### src/rtl/dmem_pkg.sv
// dmem_pkg: shared size encodings, controller states and preload constant for the data memory.
package dmem_pkg;
  localparam logic [1:0] SZ_BYTE = 2'b00;
  localparam logic [1:0] SZ_HALF = 2'b01;
  localparam logic [1:0] SZ_WORD = 2'b10;
  localparam logic [1:0] SZ_ILL  = 2'b11;
  localparam logic [31:0] PRELOAD_WORD = 32'h00000FFF;
  typedef enum logic [1:0] {INIT, PRELOAD, RUN} state_t;
endpackage

### src/rtl/dmem_load_align.sv
// dmem_load_align: picks the addressed byte/half out of a word and sign- or zero-extends it.
module dmem_load_align
  import dmem_pkg::*;
(
  input  logic [31:0] word,
  input  logic [1:0]  lane,
  input  logic [1:0]  size,
  input  logic        uns,
  output logic [31:0] data
);
  logic [7:0]  b;
  logic [15:0] h;
  always_comb begin
    b = word[{lane, 3'b000} +: 8];
    h = lane[1] ? word[31:16] : word[15:0];
    data = size == SZ_BYTE ? {{24{~uns & b[7]}}, b} :
           size == SZ_HALF ? {{16{~uns & h[15]}}, h} : word;
  end
endmodule

### src/rtl/data_memory_ctrl.sv
// data_memory_ctrl: byte-addressed data memory with hardware clear, registered loads and error pulses.
// Define DMEM_PRELOAD_EN to write PRELOAD_WORD into words 0 and 1 after the clear.
module data_memory_ctrl
  import dmem_pkg::*;
#(
  parameter int DEPTH  = 32,
  parameter int ADDR_W = 32
) (
  input  logic              clk,
  input  logic              rst_n,
  input  logic              mem_read,
  input  logic              mem_write,
  input  logic [1:0]        mem_size,
  input  logic              mem_unsigned,
  input  logic [ADDR_W-1:0] endereco,
  input  logic [31:0]       write_data,
  output logic              ready,
  output logic [31:0]       read_data,
  output logic              read_valid,
  output logic              err
);
  localparam int IDX_W = $clog2(DEPTH);

  logic [31:0] mem [DEPTH];
  state_t state_q, state_d;
  logic [IDX_W-1:0] clr_idx_q, clr_idx_d;
  logic [31:0] read_data_q, read_data_d;
  logic read_valid_q, read_valid_d, err_q, err_d;
  logic req, bad, misal, oor;
  logic [IDX_W-1:0] idx;
  logic [1:0] lane;
  logic [31:0] ld_ext;
  logic wr_en;
  logic [IDX_W-1:0] wr_idx;
  logic [31:0] wr_data;
  logic [3:0] wr_be;

  assign ready      = state_q == RUN;
  assign read_data  = read_data_q;
  assign read_valid = read_valid_q;
  assign err        = err_q;

  dmem_load_align u_align (
    .word (mem[idx]),
    .lane (lane),
    .size (mem_size),
    .uns  (mem_unsigned),
    .data (ld_ext)
  );

  always_comb begin
    idx   = endereco[IDX_W+1:2];
    lane  = endereco[1:0];
    req   = ready && (mem_read || mem_write);
    misal = (mem_size == SZ_HALF && endereco[0]) || (mem_size == SZ_WORD && endereco[1:0] != 2'b00);
    // Widened compare so addresses past the array never alias back into it.
    oor   = {1'b0, endereco} >= (ADDR_W+1)'(4 * DEPTH);
    bad   = (mem_read && mem_write) || mem_size == SZ_ILL || misal || oor;
    state_d   = state_q;
    clr_idx_d = clr_idx_q;
    wr_en     = 1'b0;
    wr_idx    = idx;
    wr_data   = '0;
    wr_be     = 4'b1111;
    case (state_q)
      INIT: begin
        wr_en     = 1'b1;
        wr_idx    = clr_idx_q;
        clr_idx_d = clr_idx_q + IDX_W'(1);
`ifdef DMEM_PRELOAD_EN
        if (clr_idx_q == IDX_W'(DEPTH - 1)) state_d = PRELOAD;
`else
        if (clr_idx_q == IDX_W'(DEPTH - 1)) state_d = RUN;
`endif
      end
`ifdef DMEM_PRELOAD_EN
      PRELOAD: begin
        wr_en     = 1'b1;
        wr_idx    = clr_idx_q;
        wr_data   = PRELOAD_WORD;
        clr_idx_d = clr_idx_q + IDX_W'(1);
        if (clr_idx_q == IDX_W'(1)) state_d = RUN;
      end
`endif
      default: begin
        wr_en   = req && !bad && mem_write;
        wr_data = mem_size == SZ_BYTE ? {4{write_data[7:0]}} :
                  mem_size == SZ_HALF ? {2{write_data[15:0]}} : write_data;
        wr_be   = mem_size == SZ_BYTE ? 4'b0001 << lane :
                  mem_size == SZ_HALF ? (endereco[1] ? 4'b1100 : 4'b0011) : 4'b1111;
      end
    endcase
    read_valid_d = req && !bad && mem_read;
    err_d        = req && bad;
    read_data_d  = read_valid_d ? ld_ext : read_data_q;
  end

  always_ff @(posedge clk or negedge rst_n) begin
    if (!rst_n) begin
      state_q      <= INIT;
      clr_idx_q    <= '0;
      read_data_q  <= '0;
      read_valid_q <= 1'b0;
      err_q        <= 1'b0;
    end else begin
      state_q      <= state_d;
      clr_idx_q    <= clr_idx_d;
      read_data_q  <= read_data_d;
      read_valid_q <= read_valid_d;
      err_q        <= err_d;
    end
  end

  always_ff @(posedge clk) begin
    for (int b = 0; b < 4; b++)
      if (wr_en && wr_be[b]) mem[wr_idx][8*b +: 8] <= wr_data[8*b +: 8];
  end
endmodule
### config.mk
export PLATFORM = sky130hd
export DESIGN_NAME = data_memory_ctrl
export DESIGN_NICKNAME = d
export VERILOG_FILES = /design/src/rtl/dmem_pkg.sv /design/src/rtl/dmem_load_align.sv /design/src/rtl/data_memory_ctrl.sv
export SDC_FILE = /design/constraint.sdc
export NUM_CORES = 1
export LEC_CHECK = 0
export CAP_MARGIN = 40
export CORE_UTILIZATION = 25
export CTS_CLUSTER_SIZE = 16
export DETAILED_ROUTE_END_ITERATION = 10
export PLACE_DENSITY = 0.48
export SYNTH_ARGS = -nofsm -noshare
export SYNTH_HDL_FRONTEND = slang
export SYNTH_SLANG_ARGS = --single-unit
### constraint.sdc
create_clock -name clk -period 6.81 [get_ports clk]
set_clock_uncertainty 0.15 [all_clocks]
set_input_delay 1.362 -clock clk [delete_from_list [all_inputs] [get_ports clk]]
set_output_delay 1.362 -clock clk [all_outputs]
set_load 0.03 [all_outputs]
==> results of run 1 <==
-- logic make-up after synthesis --
kind of cell / Yosys count / synth area share (%)
flip-flops: 1064 / 74.5
multiplexers: 365 / 15.1
AND/OR/NAND/NOR: 340 / 3.94
AO/OA/AOI/OAI: 247 / 4.14
buffers and inverters: 163 / 2.17
XOR/XNOR: 3 / 0.0617
adder cells (fa/ha/maj): 2 / 0.0587
-- metal layers --
layer / vias up / GRT usage (%)
met5: - / 0
met4: 0 / 6.90
met3: 190 / 1.59
met2: 654 / 24.3
met1: 12000 / 17.2
li1: 9625 / -
-- cells in the final DEF, fill, tap and decap left out, types with 18 or more instances in the layout --
cell type / n
clkinv_1: 36
clkbuf_1: 19
o21ai_0: 24
clkbuf_16: 109
clkinv_2: 18
nand2_1: 72
mux2_2: 31
dfrtp_1: 39
o22ai_1: 51
mux2i_1: 117
edfxtp_1: 1024
clkdlybuf4s50_1: 99
nor3_1: 139
mux4_2: 206
buf_4: 180
nand3_1: 18
a21oi_1: 20
a22oi_1: 42
nor2_1: 36
-- state kept, by name, indices dropped and copies added, names as in the netlist --
signal	count
clr_idx_q	5
err	1
mem	1024
read_data	32
read_valid	1
state_q	1
-- area by class of cell --
type	instances	area, µm²	share of cell area [%]
Sequential cell	1064	31800	62.1
Multi-Input combinational cell	957	10100	19.7
Timing Repair Buffer	313	2850	5.58
Clock buffer	128	2800	5.48
Tap cell	2218	2780	5.43
Clock inverter	70	766	1.50
Inverter	19	71.3	0.140
Antenna cell	4	10.0	0.0196
-- worst register-to-register path, delay by kind of cell (launching register included) --
kind                   cells  cell delay, ps
flip-flops                 1             710
AND/OR/NAND/NOR            3            1130
buffers and inverters      3            1070
AO/OA/AOI/OAI              1             170
-- report_power, final --
part           switching (W)  total (W)  internal, W
logic               0.000575   0.000873     0.000298
registers        0.000000461    0.00721      0.00721
clock network        0.00246    0.00599      0.00353
-- final timing paths --
check	endpoint	slack [ps]	depth (start not counted)
setup / recovery	mem[24][5]$_DFFE_PP_	2000	11
hold / removal	read_data[0]$_DFFE_PN0P_	410	2
setup reg to reg	mem[24][5]$_DFFE_PP_	3350	7
hold reg to reg	read_data[0]$_DFFE_PN0P_	410	2
max in group asynchronous	state_q[1]$_DFFE_PN0P_	5550	2
min in group asynchronous	read_data[17]$_DFFE_PN0P_	420	1
-- metrics by stage --
step | std cells | hold slack, ps | instance area (µm²) | power, W
global route | 4771 | 428 | 51100 | 0.0145
finish | 4773 | 405 | 51100 | 0.0141
detailed placement | 4570 | 401 | 47500 | 0.00824
floorplan | 2184 | 362 | 42600 | 0.00782
CTS | 4768 | 385 | 51100 | 0.0142
global placement | 4547 | 391 | 47200 | 0.00820
==> impl_metrics.json, run 1 <==
{
  "run_status": "finished clean",
  "grt-ovfl-total": 0,
  "syn-instance-count": 2184,
  "first_pass_iters": 6,
  "dr_wl_met3_um": 5030,
  "cts_htree_levels": 3,
  "ant_nets": 0,
  "setup_viol_count_final": 0,
  "wl_met1_um": 49000,
  "cp-startpoint": "endereco[1]",
  "grtUsageTotal_pct": 14.0,
  "clockBufferDepth": 3,
  "wirelength_um": 123000,
  "worstPathArrival_ps": 5060,
  "synthesis.yosys.warnings": 0,
  "area_growth_pct": 19.9,
  "cp_max_fo": 18,
  "num_rows": 151,
  "synth_most_common_cell": "edfxtp_1",
  "yosys.area.top_type": "edfxtp_1",
  "place_ws_ps": 1220,
  "maxCapViolations": 0,
  "die_x_um": 415,
  "dp_hpwl_um": 83500,
  "critPathMaxStageDelay_ps": 570,
  "post_drt_wl_per_cell_um": 25.7,
  "clk_latency_ps": 690,
  "slew_headroom_pct": 32.2,
  "place.port_buffers": 105,
  "fmax_mhz": 208,
  "synth_edf_count": 1024,
  "dieHeight_um": 415,
  "period_minus_slack_ps": 4810,
  "hold_class": "register to register",
  "yosys-top-cells-area": "edfxtp_1, mux4_2, mux2i_1",
  "ys_types": 57,
  "ys.flop_type": "edfxtp_1",
  "rsz0062_at_grt": "false",
  "clock_sinks": 1064,
  "synth.avg_cell_area_um2": 19.5,
  "nets": 2535,
  "path_cells": "clkdlybuf4s50_1 > buf_4 > inv_1 > a21oi_1 > nor4_1 > nand2_1 > nand2_1 > nand2_1 > buf_4 > nor3_1 > buf_4",
  "synthesis.area_mm2": 0.0426,
  "crit_path_end_kind": "register",
  "synth_top_cell_area_share_pct": 72.2,
  "worstReg2RegStart": "state_q[1]$_DFFE_PN0P_",
  "cts_setup_buffers": 0,
  "utilization_pct": 30.2,
  "antenna_found_initial": 3,
  "ir_drop_mv": 0.204,
  "hold_buffers": 0,
  "grt_pass1_vias": 23300,
  "final_hold_viol_count": 0,
  "root_buffer": "clkbuf_16",
  "cts_resized": 0,
  "met2WireLength_um": 62700,
  "tightest_slew_ps": 1020,
  "drc": 0,
  "drt_iter0_drc": 1987,
  "hp-start": "read_data[0]$_DFFE_PN0P_",
  "fp.dieArea_mm2": 0.172,
  "drive_gt1_share_pct": 25.2,
  "routed_via_density": 4.70,
  "vias": 22400,
  "tritoncts": "yes",
  "timing.final.ws_setup_ps": 2000,
  "leakagePower_nw": 16.5,
  "ys_seq_area_share_pct": 74.5,
  "gp_congestion": 0.898,
  "fin_tns_setup_ps": 0,
  "cp_num_buf_inv": 5,
  "n_fill_cell": 16500,
  "highest_layer": "met4",
  "cp.required_ps": 7060,
  "start_util_pct": 25.2,
  "slowest_stage": "nor4_1",
  "io_pins": 106,
  "synth_nets": 2257,
  "power_density_mw_per_mm2": 275,
  "synth-seq-cells": 1064,
  "worstSetupPathType": "input port to register",
  "timing.final.crit_share_pct": 70.7,
  "maxSlewViolCount": 0,
  "async_flop_share_pct": 3.76,
  "cp-start-kind": "input port",
  "cts_buffers": 107,
  "worst_path_dominant_cell_family": "simple AND/OR/NAND/NOR gates",
  "clkTransAtPathRegs_ps": 60,
  "grt_max_degree": 73,
  "grt_pass1_wl_um": 174000,
  "core_mm2": 0.169,
  "synth.top_cells.by_count": "edfxtp_1, mux4_2, nor3_1, mux2i_1, nand2_1"
}
(Power assumes the default switching activity.)
==> run 2: changes to the inputs <==
--- a/config.mk
+++ b/config.mk
@@ -9,7 +9,7 @@
 export CORE_UTILIZATION = 25
 export CTS_CLUSTER_SIZE = 16
 export DETAILED_ROUTE_END_ITERATION = 10
-export PLACE_DENSITY = 0.48
+export PLACE_DENSITY = 0.49
 export SYNTH_ARGS = -nofsm -noshare
 export SYNTH_HDL_FRONTEND = slang
 export SYNTH_SLANG_ARGS = --single-unit
==> constraint.sdc (replaced) <==
create_clock -name clk -period 4.4 [get_ports clk]
set_clock_uncertainty 0.15 [all_clocks]
set_input_delay 0.88 -clock clk [delete_from_list [all_inputs] [get_ports clk]]
set_output_delay 0.88 -clock clk [all_outputs]
set_load 0.03 [all_outputs]
==> impl_metrics.json, run 2 (synthesis gave the netlist of run 1 again) <==
{
  "core_mm2": 0.169,
  "path_cells": "clkdlybuf4s50_1 > a211oi_1 > buf_4 > nand4_1 > nor4_1 > buf_4 > nand2_1 > nand2_1 > nand2_1 > buf_12 > buf_4 > nor3_1 > buf_2",
  "dp_hpwl_um": 86000,
  "place.port_buffers": 105,
  "root_buffer": "clkbuf_16",
  "num_rows": 151,
  "timing.final.crit_share_pct": 87.5,
  "grt_pass1_vias": 24000,
  "power_w": 0.0217,
  "hold_buffers": 0,
  "largest_register_ffs": 1024,
  "period_minus_slack_ps": 3850,
  "dieHeight_um": 415,
  "setup_viol_count_final": 0,
  "die_x_um": 415,
  "stdcell_count": 4870,
  "nets": 2630,
  "cp.required_ps": 4630,
  "worst_path_dominant_cell_family": "buffers and inverters",
  "io_pins": 106,
  "first_pass_iters": 5,
  "critPathMaxStageDelay_ps": 480,
  "cp-startpoint": "mem_read",
  "maxCapViolations": 0,
  "wirelength_um": 124000,
  "drc": 0,
  "routed_via_density": 4.66,
  "cts_htree_levels": 3,
  "internal-power_w": 0.0170,
  "fp.dieArea_mm2": 0.172,
  "final_cell_mix": "edfxtp_1, buf_4, mux4_2",
  "place_area_mm2": 0.0483,
  "grt_max_degree": 66,
  "clkTransAtPathRegs_ps": 60,
  "tritoncts": "yes",
  "start_util_pct": 25.2,
  "cts_resized": 0,
  "vias": 22700,
  "combPwrFrac_pct": 6.4,
  "fmax_mhz": 260,
  "largest-register": "mem",
  "leakagePower_nw": 16.9,
  "grt_pass1_wl_um": 177000,
  "slowest_stage": "a211oi_1",
  "antenna_found_initial": 4,
  "post_drt_wl_per_cell_um": 25.5,
  "cp_num_cells": 13,
  "sw_frac_of_total_pct": 21.8,
  "maxSlewViolCount": 0,
  "final_hold_viol_count": 0,
  "cp_max_fo": 12,
  "rsz0062_at_grt": "false",
  "cts_setup_buffers": 0,
  "mostFrequentLayoutCell": "edfxtp_1",
  "fin_hold_ws_ps": 110,
  "grtUsageTotal_pct": 14.3,
  "worstPathArrival_ps": 4090,
  "crit_path_end_kind": "register",
  "clockBufferDepth": 3,
  "clk_latency_ps": 690,
  "power_frac_seq_pct": 51.5,
  "placedCellCount": 4659,
  "ant_nets": 0,
  "grt-ovfl-total": 0,
  "area_growth_pct": 21.6,
  "drive_gt1_share_pct": 27.7,
  "rr_worst_depth": 6,
  "fin_tns_setup_ps": 0,
  "worstSetupPathType": "input port to register",
  "cp_num_buf_inv": 6,
  "slew_headroom_pct": 38.6,
  "ir_drop_mv": 0.336,
  "drt_iter0_drc": 1962,
  "clkPwrFrac_pct": 42.2,
  "cp-start-kind": "input port",
  "hold_class": "input port to async pin",
  "clock_sinks": 1064,
  "p_switching_w": 0.00473,
  "gp_congestion": 0.876,
  "run_status": "finished clean",
  "cts_buffers": 112,
  "power_density_mw_per_mm2": 419,
  "tightest_slew_ps": 918,
  "worstReg2RegStart": "state_q[1]$_DFFE_PN0P_",
  "finish.instance_area_mm2": 0.0518
}
==> run 2: per-stage QoR <==
| stage | utilization [%] | worst slack, ps |
|---|---|---|
| 2_1_floorplan | - | 794 |
| 3_3_place_gp | 28.3 | -697 |
| 3_5_place_dp | 28.5 | -378 |
| 4_1_cts | 30.6 | 319 |
| 5_1_grt | 30.6 | 328 |
| 6_report | 30.6 | 549 |
==> run 2: final cells by class <==
class / instances / area, µm²
diodes: 2 / 5.00
clock buffers: 147 / 3040
clock inverters: 60 / 510
fillers: 16400 / 117000
inverters: 19 / 71.3
multi-input cells: 957 / 10100
flip-flops and latches: 1064 / 31800
well taps: 2218 / 2780
repair buffers: 403 / 3590
==> run 2: final timing paths <==
kind	slack [ps]	endpoint
setup / recovery	550	mem[28][9]$_DFFE_PP_
hold / removal	110	read_data[6]$_DFFE_PN0P_
setup reg to reg	1190	mem[4][14]$_DFFE_PP_
hold reg to reg	420	read_data[6]$_DFFE_PN0P_
max in group asynchronous	3560	state_q[1]$_DFFE_PN0P_
min in group clk	420	read_data[6]$_DFFE_PN0P_
==> run 2: metal layers <==
metal / track usage, % / vias to the layer above / part of all wire, %
li1: - / 9844 / -
met1: 17.4 / 12000 / 40
met2: 24.7 / 640 / 51
met3: 1.77 / 208 / 4.1
met4: 7.24 / 0 / 5.5
met5: 0 / - / 0
==> run 2: power groups by stage <==
| stage | Sequential, W | Combinational (W) | Clock, W |
|---|---|---|---|
| 3_5_place_dp | 0.0114 | 0.00140 | 0 |
| 4_1_cts | 0.0112 | 0.00140 | 0.00936 |
| 3_3_place_gp | 0.0114 | 0.00134 | 0 |
| 5_1_grt | 0.0112 | 0.00145 | 0.00970 |
| 6_report | 0.0112 | 0.00138 | 0.00915 |
| 2_1_floorplan | 0.0114 | 0.000713 | 0 |
==> run 3: changes to the inputs <==
--- a/config.mk
+++ b/config.mk
@@ -7,9 +7,10 @@
 export LEC_CHECK = 0
 export CAP_MARGIN = 40
 export CORE_UTILIZATION = 25
-export CTS_CLUSTER_SIZE = 16
+export CTS_CLUSTER_SIZE = 14
 export DETAILED_ROUTE_END_ITERATION = 10
 export PLACE_DENSITY = 0.49
+export REMOVE_ABC_BUFFERS = 1
 export SYNTH_ARGS = -nofsm -noshare
 export SYNTH_HDL_FRONTEND = slang
 export SYNTH_SLANG_ARGS = --single-unit
==> constraint.sdc (replaced) <==
create_clock -name clk -period 3.4 [get_ports clk]
set_clock_uncertainty 0.15 [all_clocks]
set_input_delay 0.68 -clock clk [delete_from_list [all_inputs] [get_ports clk]]
set_output_delay 0.68 -clock clk [all_outputs]
set_load 0.03 [all_outputs]
==> impl_metrics.json, run 3 (synthesis gave the netlist of run 1 again) <==
{
  "cts_htree_levels": 3,
  "critPathMaxStageDelay_ps": 840,
  "nets": 2767,
  "finish.instance_area_mm2": 0.0536,
  "setup_viol_count_final": 0,
  "n_fill_cell": 16300,
  "dp_hpwl_um": 89100,
  "final_cell_mix": "edfxtp_1, buf_4, mux4_2",
  "clkTransAtPathRegs_ps": 70,
  "drc": 0,
  "rsz0062_at_grt": "false",
  "drt_iter0_drc": 2172,
  "fmax_mhz": 316,
  "area_growth_pct": 25.7,
  "crit_path_end_kind": "output pin",
  "multi_input_comb_area_mm2": 0.0101,
  "start_util_pct": 25.2,
  "ant_nets": 0,
  "post_drt_wl_per_cell_um": 25.5,
  "worst_path_dominant_cell_family": "flip-flops",
  "path_cells": "clkdlybuf4s50_1",
  "hold_buffers": 1,
  "grtUsageTotal_pct": 14.7,
  "wirelength_um": 128000,
  "first_pass_iters": 5,
  "seqCellArea_mm2": 0.0318,
  "cts_resized": 0,
  "largest_register_ffs": 1024,
  "clockBufferDepth": 3,
  "dieHeight_um": 415,
  "maxCapViolations": 0,
  "maxSlewViolCount": 0,
  "cts_setup_buffers": 0,
  "place.port_buffers": 105,
  "tightest_slew_ps": 731,
  "hold_class": "register to register",
  "slew_headroom_pct": 51.1,
  "cp.required_ps": 2570,
  "largest-register": "mem",
  "run_status": "finished clean",
  "core_mm2": 0.169,
  "io_pins": 106,
  "vias": 23200,
  "power_w": 0.0292,
  "routed_via_density": 4.63,
  "root_buffer": "clkbuf_16",
  "slowest_stage": "dfrtp_2",
  "final_hold_viol_count": 0,
  "period_minus_slack_ps": 3170,
  "cts_buffers": 108,
  "die_x_um": 415,
  "placedCellCount": 4801,
  "antenna_found_initial": 1,
  "grt-ovfl-total": 0,
  "cp_num_buf_inv": 1,
  "num_rows": 151,
  "worstPathArrival_ps": 2340,
  "grt_pass1_wl_um": 183000,
  "fp.dieArea_mm2": 0.172,
  "cp_max_fo": 31,
  "drive_gt1_share_pct": 32.0,
  "cp-start-kind": "register",
  "clock_sinks": 1064,
  "mostFrequentLayoutCell": "edfxtp_1",
  "stdcell_count": 5004,
  "tritoncts": "yes",
  "ir_drop_mv": 0.437,
  "power_density_mw_per_mm2": 545,
  "grt_max_degree": 33,
  "place_area_mm2": 0.0498,
  "grt_pass1_vias": 24300,
  "worstSetupPathType": "register to output pin",
  "leakagePower_nw": 17.9,
  "gp_congestion": 0.918,
  "clk_latency_ps": 710,
  "timing.final.crit_share_pct": 93.2
}
==> run 3: changes by cell type in the layout (fill, tap and decap cells not counted), moves of 5 or more <==
cell        delta
buf_4        +130
buf_16         -5
clkbuf_16      -5
buf_2         -22
clkinvlp_4     +9
clkbuf_1      -13
bufinv_16     +12
clkinv_1       -8
clkinv_2       -5
buf_12        +42
==> run 3: layout make-up <==
cell class,instances,share of cell area [%]
diodes,1,0.00467
repair buffers,544,9.53
clock buffers,129,5.35
multi-input cells,957,18.8
inverters,19,0.133
well taps,2218,5.18
clock inverters,72,1.73
flip-flops and latches,1064,59.3
==> run 3: path summary, 6_finish.rpt <==
check                                          from                         to  slack [ps]  depth (start not counted)
max in group asynchronous                     rst_n  read_data[24]$_DFFE_PN0P_        2000                          3
min reg2reg                read_data[1]$_DFFE_PN0P_   read_data[1]$_DFFE_PN0P_         360                          2
min                        read_data[1]$_DFFE_PN0P_   read_data[1]$_DFFE_PN0P_         360                          2
max reg2reg                    mem[21][9]$_DFFE_PP_   read_data[1]$_DFFE_PN0P_         310                          8
max                          state_q[1]$_DFFE_PN0P_                      ready         230                          1
min in group asynchronous                     rst_n  read_data[19]$_DFFE_PN0P_         400                          2
==> run 3: report_power, final <==
part           total, W  leakage (nW)  switching (W)  internal [W]
clock network    0.0126          1.81        0.00508       0.00754
logic           0.00213          6.31        0.00127      0.000854
registers        0.0144          9.72    0.000000305        0.0144
==> run 3: stage by stage <==
step,hold WS (ps),setup WS (ps),util [%],setup TNS (ps)
2_1_floorplan,234,-291,-,-236040
3_3_place_gp,337,-490,29.4,-348020
3_5_place_dp,335,-506,29.4,-246890
4_1_cts,349,166,31.7,0
5_1_grt,370,149,31.7,0
6_report,356,233,31.7,0
==> run 3: routing by layer <==
layer  global-route usage, %  up-vias  part of all wire (%)
li1                        -    10100                     -
met1                    17.7    12200                    40
met2                    26.1      645                    52
met3                    1.60      208                   3.7
met4                    7.50        0                   4.9
met5                       0        -                     0
